==> src/rtl/kronos_types.sv <==
// Shared writeback types: request payload, requester priority index and a
// lowest-index-wins helper used by the grant picker.
package kronos_types;

  localparam int NUM_WB = 3;

  // Index doubles as fixed priority: lower index wins.
  typedef enum logic [1:0] {
    WB_LSU = 2'd0,
    WB_CSR = 2'd1,
    WB_ALU = 2'd2
  } wb_src_e;

  typedef struct packed {
    logic [4:0]  sel;
    logic [31:0] data;
  } wbreq_t;

  // One-hot of the lowest set bit (highest priority requester).
  function automatic logic [NUM_WB-1:0] first_one(input logic [NUM_WB-1:0] v);
    logic [NUM_WB-1:0] r;
    r = '0;
    for (int i = NUM_WB-1; i >= 0; i--) begin
      if (v[i]) begin
        r    = '0;
        r[i] = 1'b1;
      end
    end
    return r;
  endfunction

endpackage

==> src/rtl/kronos_wb_pick.sv <==
// Combinational writeback grant picker. Starved requesters pre-empt the
// fixed order; within either class the lowest index wins.
module kronos_wb_pick
  import kronos_types::*;
(
  input  logic [NUM_WB-1:0] vld,
  input  logic [NUM_WB-1:0] aged,
  output logic [NUM_WB-1:0] gnt
);

  logic [NUM_WB-1:0] starved;

  assign starved = vld & aged;

  // Aged requesters take precedence over the plain priority order.
  always_comb begin
    gnt = '0;
    if (|starved) gnt = first_one(starved);
    else          gnt = first_one(vld);
  end

endmodule

==> src/rtl/kronos_wb_arbiter.sv <==
// Register-file write port arbiter: LSU > CSR > ALU with per-requester aging,
// registered regwr_* output bus and combinational regwr_pending for decode.
module kronos_wb_arbiter
  import kronos_types::*;
#(
  parameter int STARVE_LIMIT = 4
) (
  input  logic        clk,
  input  logic        rst,
  input  logic        alu_vld,
  output logic        alu_rdy,
  input  logic [4:0]  alu_sel,
  input  logic [31:0] alu_data,
  input  logic        lsu_vld,
  output logic        lsu_rdy,
  input  logic [4:0]  lsu_sel,
  input  logic [31:0] lsu_data,
  input  logic        csr_vld,
  output logic        csr_rdy,
  input  logic [4:0]  csr_sel,
  input  logic [31:0] csr_data,
  output logic        regwr_en,
  output logic [4:0]  regwr_sel,
  output logic [31:0] regwr_data,
  output logic        regwr_pending
);

  // A zero limit still needs a 1-bit counter; it simply never leaves 0.
  localparam int            AW      = (STARVE_LIMIT > 0) ? $clog2(STARVE_LIMIT+1) : 1;
  localparam logic [AW-1:0] AGE_MAX = AW'(STARVE_LIMIT);

  logic   [NUM_WB-1:0]         vld, aged, gnt, rdy;
  logic   [NUM_WB-1:0][AW-1:0] age;
  wbreq_t [NUM_WB-1:0]         req;
  wbreq_t                      win;
  logic                        take;

  assign vld         = {alu_vld, csr_vld, lsu_vld};
  assign req[WB_LSU] = '{sel: lsu_sel, data: lsu_data};
  assign req[WB_CSR] = '{sel: csr_sel, data: csr_data};
  assign req[WB_ALU] = '{sel: alu_sel, data: alu_data};

  for (genvar i = 0; i < NUM_WB; i++) begin : g_aged
    assign aged[i] = (STARVE_LIMIT > 0) && (age[i] == AGE_MAX);
  end

  kronos_wb_pick u_pick (
    .vld  (vld),
    .aged (aged),
    .gnt  (gnt)
  );

  // Grants are squashed while reset is held so nothing is acknowledged then.
  assign rdy     = gnt & {NUM_WB{~rst}};
  assign lsu_rdy = rdy[WB_LSU];
  assign csr_rdy = rdy[WB_CSR];
  assign alu_rdy = rdy[WB_ALU];

  assign regwr_pending = (|vld) & ~rst;

  // Payload of the granted requester (gnt is one-hot).
  always_comb begin
    win = '0;
    for (int i = 0; i < NUM_WB; i++)
      if (gnt[i]) win = req[i];
  end

  // x0 writes complete the handshake but never strobe the register file.
  assign take = (|rdy) && (win.sel != 5'd0);

  // Age counters: count refusals, saturate at the limit, clear on grant or idle.
  always_ff @(posedge clk or posedge rst) begin
    if (rst) begin
      age <= '0;
    end else begin
      for (int i = 0; i < NUM_WB; i++) begin
        if (vld[i] && !rdy[i]) begin
          if (age[i] != AGE_MAX) age[i] <= age[i] + AW'(1);
        end else begin
          age[i] <= '0;
        end
      end
    end
  end

  // Output register: one-cycle strobe, sel/data hold when nothing is written.
  always_ff @(posedge clk or posedge rst) begin
    if (rst) begin
      regwr_en   <= 1'b0;
      regwr_sel  <= '0;
      regwr_data <= '0;
    end else begin
      regwr_en <= take;
      if (take) begin
        regwr_sel  <= win.sel;
        regwr_data <= win.data;
      end
    end
  end

endmodule

==> config.mk <==
export PLATFORM = sky130hd
export DESIGN_NAME = kronos_wb_arbiter
export DESIGN_NICKNAME = d
export VERILOG_FILES = /design/src/rtl/kronos_types.sv /design/src/rtl/kronos_wb_pick.sv /design/src/rtl/kronos_wb_arbiter.sv
export SDC_FILE = /design/constraint.sdc
export NUM_CORES = 1
export LEC_CHECK = 0
export BUFFER_PORTS_ARGS = -buffer_cell sky130_fd_sc_hd__buf_4
export CORE_MARGIN = 3
export CORE_UTILIZATION = 25
export DETAILED_ROUTE_END_ITERATION = 8
export SYNTH_ARGS = -nofsm -noshare
export SYNTH_HDL_FRONTEND = slang
export SYNTH_SLANG_ARGS = --single-unit
==> constraint.sdc <==
create_clock -name clk -period 5.38 [get_ports clk]
set_clock_uncertainty 0.1 [all_clocks]
set_input_delay 1.076 -clock clk [delete_from_list [all_inputs] [get_ports clk]]
set_output_delay 1.076 -clock clk [all_outputs]
set_load 0.1 [all_outputs]
==> out/qor.yml <==
worst_setup_path:
  crit_path_frequent_cell: "buf_4"
  cp_max_fo: 34
  cp_num_cells: 7
  cp-end-kind: "output port"
  crit_path_cell_trace: "buf_4 > nand3_1 > o21ai_1 > a21boi_4 > buf_4 > and2_1 > buf_4"
  critPathRequiredTime_ns: 4.20
  critical-path-top-delay-family: "buffers and inverters"
  reg2reg_depth: 8
  cp_slowest_cell: "buf_4"
  critPathBufInv: 3
  crit_type: "in2out"
  arrival_ns: 2.63
  critPathLaunchType: "input pin"
  slowest_delay_ns: 0.40
floorplanning:
  row_count: 36
  io_pins: 158
  core_area_um2: 9955
  die_h_um: 107.9
  dieArea_um2: 11640
  initial_utilization_pct: 26.07
  die_x_um: 107.9
clock_tree:
  htree_levels: 2
  cts-root-buf: "clkbuf_8"
  postCtsSetupBuffers: 0
  clk_latency_ns: 0.29
  clockBufferDepth: 2
  path_clk_slew_ns: 0.08
  cts_tree: "done"
  cts_num_sinks: 47
  cts_made_buffers: 5
  cts_resized: 0
  ctsHoldBuffers: 0
synth:
  syn_area_um2: 2595
  synth_top_cells_by_area: "dfrtp_1, a222oi_1, mux2i_1, inv_1, ha_1"
  async_reset_ff_share_pct: 100.0
  synthFlopType: "dfrtp_1"
  synth_seq_cells: 47
  yosys_warnings: 0
  avgSynthCellArea_um2: 10.38
  synthDistinctLibCells: 33
  synth_common_cells: "dfrtp_1, inv_1, a222oi_1"
  yosys.cell_count.top_type: "dfrtp_1"
  yosysSeqAreaShare_pct: 45.32
  syn_inst: 250
  yosysTopAreaCell: "dfrtp_1"
  syn_nets: 372
  synth_edf_count: 0
  synth_top_area_share_pct: 45.32
place:
  post-place-ws_ns: 1.353
  gp_congestion: 0.8106
  dp_cells: 527
  dp_hpwl_um: 5981
  portBuffers: 157
  dpl_cell_area_um2: 3864
global_route:
  overflow: 0
  antenna_found_initial: 0
  grt_pass1_wl_um: 11640
  grt_max_degree: 38
  grt_usage_pct: 12.34
  grt_pass1_vias: 2439
run:
  cap_violations: 0
sta:
  rsz0062_at_grt: "no"
  period_needed_ns: 3.807
  period_share_pct: 70.76
  slew-limit-headroom_pct: 19.12
  worst_slack_ns: 1.573
  timing.final.max_slew_violations: 0
  setup_viol: 0
  fin_tns_setup_ns: 0
  tightest_slew_ns: 1.213
  finalHoldViolCount: 0
  fmax_ghz: 0.2627
pwr:
  power_density_nw_per_um2: 379.3
  p_leak_nw: 2.102
  finalPower_mw: 1.506
  peakVddDrop_uv: 165.3
route:
  first_iter_violations: 306
  wl_met3_um: 550
  drt.antenna.violating_nets: 0
  highest_layer: "met4"
  drc: 0
  wl_um: 7680
  post_drt_wl_per_cell_um: 14.38
  met2WireLength_um: 3711
  wl_met1_um: 3379
  drt_first_pass_iters: 6
  num_vias: 2493
  routed_via_density: 4.669
layout:
  n_antenna_cell: 0
  stdcell_count: 534
  nFillCells: 986
  layout-drive-gt1-share_pct: 43.39
  finalInstanceArea_um2: 3970
  area_delta_synth_final_pct: 52.99
  nets: 523
min_path:
  hold_path_depth: 1
  hold_class: "reg2reg"
run_status:
  outcome: "finished clean"
cell usage in the layout, fill, tap and decap left out:
cell type   count
buf_4         160
dfrtp_1        47
inv_1          45
a222oi_1       33
mux2i_1        32
nor2_1         10
nand2_1         9
o21ai_0         6
ha_1            6
nand3_1         5
o2bb2ai_1       5
nor3_1          5
clkbuf_8        5
o21a_1          4
a22oi_1         4
xnor2_1         3
a21oi_1         3
and3_1          2
nand2b_1        2
and2_1          2
nand3_2         1
inv_2           1
o22ai_1         1
o21ai_1         1
a21boi_4        1
or2b_1          1
nor2_2          1
a21bo_2         1
and4_1          1
or2_2           1
a21o_2          1
bufinv_16       1
clkinvlp_4      1
per-stage QoR:
stage / hold WS (ns) / util (%)
floorplan: 0.4368 / -
global placement: 0.3890 / 38.81
detailed placement: 0.3916 / 38.81
CTS: 0.4163 / 39.88
global route: 0.4364 / 39.88
finish: 0.4043 / 39.88
cells by family after synthesis:
family / share of synthesized area [%]
xor+xnor: 1.013
fa+ha+maj: 2.893
flops: 45.32
simple gates: 7.521
buf+inv: 11.04
compound gates: 19.87
mux: 12.34
sequential cells by signal (all words and copies together) (netlist names):
register / count
regwr_data: 32
regwr_sel: 5
regwr_en: 1
age: 9
area by class of cell:
class | instances | area (um^2) | share of cell area (%)
timing repair buffer | 160 | 1201 | 30.26
sequential | 47 | 1176 | 29.62
multi-input combinational | 141 | 1147 | 28.90
inverter | 46 | 172.7 | 4.349
tap | 133 | 166.4 | 4.192
clock buffer | 5 | 68.82 | 1.733
clock inverter | 2 | 37.54 | 0.9455
path summary, 6_finish.rpt:
kind                                           from  slack, ns                         end
setup / recovery                            csr_vld       1.57                     lsu_rdy
hold / removal             regwr_sel[4]$_DFFE_PP0P_       0.40    regwr_sel[4]$_DFFE_PP0P_
hold reg to reg            regwr_sel[4]$_DFFE_PP0P_       0.40    regwr_sel[4]$_DFFE_PP0P_
min in group asynchronous                       rst       0.69          age[2]$_DFFE_PP0P_
setup reg to reg                 age[0]$_DFFE_PP0P_       1.88  regwr_data[20]$_DFFE_PP0P_
max in group asynchronous                       rst       3.73   regwr_data[2]$_DFFE_PP0P_
layer usage:
metal	up-vias	GRT usage, %
met2	101	20.78
met5	-	0
li1	1214	-
met1	1174	16.16
met3	4	3.059
met4	0	2.254
where the power goes:
part / switching (mW) / internal, mW
logic: 0.590 / 0.203
clock network: 0.120 / 0.136
registers: 0.0390 / 0.418
total: 0.749 / 0.757
(Power assumes the default switching activity.)
